### config.mk
export PLATFORM = sky130hd
export DESIGN_NAME = out_channel_drain
export DESIGN_NICKNAME = d
export VERILOG_FILES = /design/src/rtl/zero_pkg.sv /design/src/rtl/word_fifo.sv /design/src/rtl/out_channel_drain.sv
export SDC_FILE = /design/constraint.sdc
export NUM_CORES = 1
export LEC_CHECK = 0
export ABC_AREA = 1
export BUFFER_PORTS_ARGS = -buffer_cell sky130_fd_sc_hd__buf_2
export CORE_AREA = 2 2 163 165
export CTS_CLUSTER_SIZE = 8
export DETAILED_ROUTE_END_ITERATION = 8
export DIE_AREA = 0 0 165 167
export GPL_ROUTABILITY_DRIVEN = 1
export PLACE_DENSITY = 0.67
export SLEW_MARGIN = 20
export SYNTH_ARGS = -nofsm -noshare
export SYNTH_HDL_FRONTEND = slang
export SYNTH_SLANG_ARGS = --single-unit
### constraint.sdc
create_clock -name clock -period 2.3 [get_ports clock]
set_input_delay 0.345 -clock clock [delete_from_list [all_inputs] [get_ports clock]]
set_output_delay 0.345 -clock clock [all_outputs]
set_load 0.01 [all_outputs]
### src/rtl/zero_pkg.sv
// Shared types for the interpreter out-channel drain logic.
package zero_pkg;

    // Default width of one out-channel word.
    localparam int MemoryElementWidth = 12;

    typedef logic [MemoryElementWidth-1:0] word_t;

    // RUN: program executing; DRAIN: program done, emptying buffer; DONE: verdict held.
    typedef enum logic [1:0] {
        RUN   = 2'd0,
        DRAIN = 2'd1,
        DONE  = 2'd2
    } drain_state_t;

endpackage

### src/rtl/word_fifo.sv
// Circular word buffer with show-ahead head, occupancy counter, full and empty flags.
module word_fifo
    import zero_pkg::*;
#(
    parameter int Width = MemoryElementWidth,
    parameter int Depth = 16
) (
    input  logic             clock,
    input  logic             reset,
    input  logic             push,
    input  logic             pop,
    input  logic [Width-1:0] wdata,
    output logic [Width-1:0] rdata,
    output logic             full,
    output logic             empty
);

    localparam int PtrWidth   = $clog2(Depth);
    localparam int CountWidth = $clog2(Depth + 1);
    localparam logic [CountWidth-1:0] CountFull = CountWidth'(Depth);

    logic [Width-1:0]      mem [Depth];
    logic [PtrWidth-1:0]   wr_ptr;
    logic [PtrWidth-1:0]   rd_ptr;
    logic [CountWidth-1:0] count;
    logic                  do_push;
    logic                  do_pop;

    assign full    = (count == CountFull);
    assign empty   = (count == '0);
    assign do_push = push && !full;
    assign do_pop  = pop && !empty;
    assign rdata   = mem[rd_ptr];

    // Storage write; a refused push leaves the array untouched.
    // NOTE: the array has no reset -- clearing the pointers and count already discards every buffered word.
    always_ff @(posedge clock) begin
        if (do_push) begin
            mem[wr_ptr] <= wdata;
        end
    end

    // Pointer and occupancy bookkeeping; depth is a power of two so pointers wrap naturally.
    // NOTE: non-blocking assignments keep every register sampling pre-edge values, so ordering inside the block is irrelevant.
    always_ff @(posedge clock or posedge reset) begin
        if (reset) begin
            wr_ptr <= '0;
            rd_ptr <= '0;
            count  <= '0;
        end else begin
            if (do_push) begin
                wr_ptr <= wr_ptr + PtrWidth'(1);
            end
            if (do_pop) begin
                rd_ptr <= rd_ptr + PtrWidth'(1);
            end
            case ({do_push, do_pop})
                2'b10:   count <= count + CountWidth'(1);
                2'b01:   count <= count - CountWidth'(1);
                default: count <= count;
            endcase
        end
    end

endmodule

### src/rtl/out_channel_drain.sv
// Out-channel consumer: buffers words, drains them to the host, and judges the program's output.
module out_channel_drain #(
    parameter int MemoryElementWidth = zero_pkg::MemoryElementWidth,
    parameter int NOut               = 16,
    parameter int SumWidth           = 16,
    parameter int ExpectedCount      = 1,
    parameter int ExpectedSum        = 5,
    parameter int ExpectedFirst      = 5
) (
    input  logic                          clock,
    input  logic                          reset,
    input  logic                          out_valid,
    input  logic [MemoryElementWidth-1:0] out_data,
    output logic                          out_ready,
    output logic                          drain_valid,
    output logic [MemoryElementWidth-1:0] drain_data,
    input  logic                          drain_ready,
    input  logic                          program_done,
    output logic [15:0]                   words_out,
    output logic                          overflow,
    output logic                          finished,
    output logic                          success
);

    import zero_pkg::*;

    localparam logic [15:0]                   CountTarget = 16'(ExpectedCount);
    localparam logic [SumWidth-1:0]           SumTarget   = SumWidth'(ExpectedSum);
    localparam logic [MemoryElementWidth-1:0] FirstTarget = MemoryElementWidth'(ExpectedFirst);

    drain_state_t        state;
    drain_state_t        state_next;
    logic [SumWidth-1:0] checksum;
    logic                first_seen;
    logic                first_ok;
    logic                fifo_full;
    logic                fifo_empty;
    logic                push_fire;
    logic                pop_fire;
    logic                enter_done;
    logic                verdict;

    assign out_ready   = !fifo_full;
    assign drain_valid = !fifo_empty;
    assign push_fire   = out_valid && out_ready;
    assign pop_fire    = drain_valid && drain_ready;

    word_fifo #(
        .Width (MemoryElementWidth),
        .Depth (NOut)
    ) u_fifo (
        .clock (clock),
        .reset (reset),
        .push  (push_fire),
        .pop   (pop_fire),
        .wdata (out_data),
        .rdata (drain_data),
        .full  (fifo_full),
        .empty (fifo_empty)
    );

    // Running statistics over accepted words, plus the sticky refused-push flag.
    always_ff @(posedge clock or posedge reset) begin
        if (reset) begin
            words_out  <= '0;
            checksum   <= '0;
            first_seen <= 1'b0;
            first_ok   <= 1'b0;
            overflow   <= 1'b0;
        end else begin
            if (out_valid && !out_ready) begin
                overflow <= 1'b1;
            end
            if (push_fire) begin
                if (words_out != 16'hFFFF) begin
                    words_out <= words_out + 16'd1;
                end
                checksum <= checksum + SumWidth'(out_data);
                if (!first_seen) begin
                    first_seen <= 1'b1;
                    first_ok   <= (out_data == FirstTarget);
                end
            end
        end
    end

    // State register.
    always_ff @(posedge clock or posedge reset) begin
        if (reset) begin
            state <= RUN;
        end else begin
            state <= state_next;
        end
    end

    // Next-state logic; program_done is only sampled in RUN, so DRAIN latches it.
    // NOTE: assigning the default before the case means no path leaves state_next unassigned, so no latch is inferred.
    always_comb begin
        state_next = state;
        case (state)
            RUN:     if (program_done) state_next = DRAIN;
            DRAIN:   if (fifo_empty && !push_fire) state_next = DONE;
            DONE:    state_next = DONE;
            default: state_next = RUN;
        endcase
    end

    assign enter_done = (state == DRAIN) && (state_next == DONE);
    assign verdict    = !overflow && (words_out == CountTarget) && (checksum == SumTarget)
                        && ((ExpectedCount == 0) || first_ok);

    // Verdict captured once on entry to DONE and held until reset.
    always_ff @(posedge clock or posedge reset) begin
        if (reset) begin
            finished <= 1'b0;
            success  <= 1'b0;
        end else if (enter_done) begin
            finished <= 1'b1;
            success  <= verdict;
        end
    end

endmodule

==> flow_summary.yaml <==
sta:
  relSlewSlack: 0.493
  finalClockSkew_ns: 0.0131
  setup_viol: 12
  max_freq_mhz: 415
  tns_ns: -0.889
  post-route-min-period_ns: 2.41
  layout_setup_ws_ns: -0.107
  hold_viol: 0
  drv_slew: 0
  tightestPinTransition_ns: 0.760
  fin_crit_sh: 1.05
  rsz0062_at_grt: "yes"
power:
  p_seq_frac: 0.334
  powerDensity_nw_per_um2: 1290
  power.internal_w: 0.0112
  p_leak_nw: 5.80
  fin_total_pwr_w: 0.0179
  power_switching_share: 0.372
  clkPwrFrac: 0.259
  combPwrFrac: 0.406
  p_sw_w: 0.00666
  peakVddDrop_mv: 0.831
worst_setup_path:
  crit_slowest_cell: "dfrtp_4"
  cp.required_ns: 1.96
  crit_path_end_kind: "primary output"
  slowest_delay_ns: 0.52
  cp_top_family: "flip-flops"
  rr_endpoint: "u_fifo.count[4]$_DFFE_PP0P_"
  crit_chain: "buf_12 > buf_12 > o211ai_1 > nand3_1 > nand3_2 > nand2_2 > buf_6"
  path_class: "flip-flop to primary output"
  rr_startpoint: "u_fifo.count[3]$_DFFE_PP0P_"
  cp-start-kind: "flip-flop"
  crit_start: "u_fifo.rd_ptr[0]$_DFFE_PP0P_"
  path_depth: 7
  arrival_ns: 2.06
  worstPathBufferInverterCount: 3
  crit_path_end: "drain_data[4]"
  rrSetupSlack_ns: 0.22
  ff2ff_path_depth: 12
  critPathMostFrequentCell: "buf_12"
  path_max_fanout: 10
floorplanning:
  dieArea_um2: 27600
  die_x_um: 165
  initial_core_util: 0.444
  ios: 50
  fp.coreArea_um2: 25800
  chipHeight_um: 167
  num_rows: 59
routing:
  drt-met1-wl_um: 11700
  wl_met3_um: 1650
  wl_per_cell_um: 18.0
  vias: 8251
  drtIter0Drc: 696
  drc_errors: 0
  wl_met2_um: 13900
  drt_wl_total_um: 28300
  top_layer: "met4"
  first_pass_iters: 6
  vias_per_cell: 5.27
  antenna_left: 0
finish:
  drive_gt1_frac: 0.189
  syn_to_final_growth_pct: 21.1
  nets: 1263
  n_antenna_cell: 0
  fill_cells: 2202
clock_network:
  cts.sinks: 244
  htree_levels: 2
  cts_tree: "done"
  clockBufferDepth: 3
  cts.clk_slew.worst_paths_ns: 0.05
  clk_latency_ns: 0.52
  ctsRootBufferMaster: "clkbuf_16"
  numCtsBuffers: 36
global_routing:
  grt_first_pass_wirelength_um: 43400
  grt_overflow: 0
  first_global_vias: 8166
  groute.usage.overall: 0.207
  grt_start_max_net_pins: 45
  antenna_found_initial: 0
logic_synthesis:
  synth_top_area_frac: 0.505
  syn-num-nets: 1154
  seq_area_frac_synth: 0.618
  synthFlopType: "edfxtp_1"
  ys_ff_latch: 244
  synth_edf_count: 192
  synth_commonest_cells: "221 x nand2_1, 192 x edfxtp_1, 172 x inv_1"
  netlist_instances: 1112
  avgSynthCellArea_um2: 10.3
  yosysTopAreaCell: "edfxtp_1"
  netlist_top_cells_area: "edfxtp_1 50%, dfrtp_1 11%, nand2_1 7.3%"
  synth_cell_types: 32
  syn_area_um2: 11400
  synthMostInstantiatedCell: "nand2_1"
  synth_warnings: 0
  async_reset_ff_frac: 0.213
flow_run:
  drv_cap: 0
place:
  io_buffers: 49
  gp_congestion: 0.959
  dp.final_hpwl_um: 17200
worst_hold_path:
  hp-class: "input port to flip-flop"
run_status:
  status: "complete, but fails checks"
  violations: "negative setup slack"
## worst min-delay path, stage by stage
cell and delay, ns:
buf_2 0.08, nand3_1 0.06, o21ai_0 0.08
## state kept, by name (all words and copies together) (netlist names)
| register | count |
|---|---|
| checksum | 16 |
| u_fifo.wr_ptr | 4 |
| words_out | 16 |
| finished | 1 |
| first_ok | 1 |
| u_fifo.rd_ptr | 4 |
| overflow | 1 |
| u_fifo.mem | 192 |
| u_fifo.count | 5 |
| success | 1 |
| state | 2 |
| first_seen | 1 |
## through the flow
step                      worst slack [ns]  utilization  cells  hold slack (ns)  area, um2
after floorplan                     0.0674            -   1112            0.435      11400
after global placement              0.0933        0.478   1503            0.449      12300
after detailed placement            0.0398        0.478   1503            0.457      12300
after CTS                          -0.0980        0.525   1559           0.0713      13500
after global routing                -0.151        0.537   1566            0.107      13800
final                               -0.107        0.537   1566           0.0906      13800
## logic make-up after synthesis
family / synth area share
fa+ha+maj: 0.0287
buf+inv: 0.0809
xor+xnor: 0.0161
simple gates: 0.157
flops: 0.618
compound gates: 0.0984
## final cells by class
type / count / area, um2 / area share
clock buffers: 44 / 931 / 0.0673
inverters: 174 / 653 / 0.0472
repair buffers: 117 / 1080 / 0.0783
well taps: 335 / 419 / 0.0303
flip-flops and latches: 244 / 7070 / 0.511
multi-input cells: 648 / 3630 / 0.262
clock inverters: 4 / 50.0 / 0.00362
## routing by layer
layer | vias to the layer above | global-route usage
met1 | 3941 | 0.264
li1 | 3978 | -
met5 | - | 0
met2 | 266 | 0.350
met3 | 66 | 0.0341
met4 | 0 | 0.0802
## power groups by stage
stage / Sequential (W) / Combinational, W / Clock, W
detailed placement: 0.00613 / 0.00590 / 0
floorplan: 0.00592 / 0.00418 / 0
CTS: 0.00597 / 0.00657 / 0.00474
global placement: 0.00612 / 0.00578 / 0
finish: 0.00599 / 0.00728 / 0.00464
global route: 0.00607 / 0.00804 / 0.00490
## worst min path at each step
| stage | from | end | slack, ns | depth (start not counted) |
|---|---|---|---|---|
| after floorplan | state[0]$_DFF_PP0_ | state[1]$_DFF_PP0_ | 0.44 | 1 |
| after global placement | state[0]$_DFF_PP0_ | state[1]$_DFF_PP0_ | 0.45 | 1 |
| after detailed placement | reset | words_out[11]$_DFFE_PP0P_ | 0.46 | 2 |
| after CTS | program_done | state[0]$_DFF_PP0_ | 0.07 | 3 |
| after global routing | program_done | state[0]$_DFF_PP0_ | 0.11 | 3 |
| final | program_done | state[0]$_DFF_PP0_ | 0.09 | 3 |
## placed cells by master (no fill, tap or decap), types with 12 or more instances in the layout
| cell type | netlist | routed |
|---|---|---|
| nand2_1 | 221 | 213 |
| edfxtp_1 | 192 | 192 |
| inv_1 | 172 | 171 |
| nand3_1 | 108 | 90 |
| nor2_1 | 56 | 55 |
| dfrtp_1 | 52 | 50 |
| buf_4 | 4 | 47 |
| a21oi_1 | 58 | 42 |
| clkbuf_16 | 0 | 42 |
| o21ai_0 | 68 | 41 |
| buf_2 | 19 | 41 |
| o211ai_1 | 36 | 36 |
| o21ai_1 | 0 | 26 |
| ha_1 | 23 | 22 |
| nand3_2 | 0 | 18 |
| a21oi_2 | 0 | 15 |
| xor2_1 | 13 | 13 |
| nand4_1 | 12 | 12 |
| o211ai_2 | 12 | 12 |
## timing repair
action | 4_1_cts | 5_1_grt
gates cloned | 2 | 6
setup buffers | 5 | 1
hold buffers | 1 | 0
gates resized for setup | 40 | 54
endpoints found under the setup margin | 12 | 13
pin swaps | 27 | 39
hold endpoints to repair | 26 | 0
(Power assumes the default switching activity.)
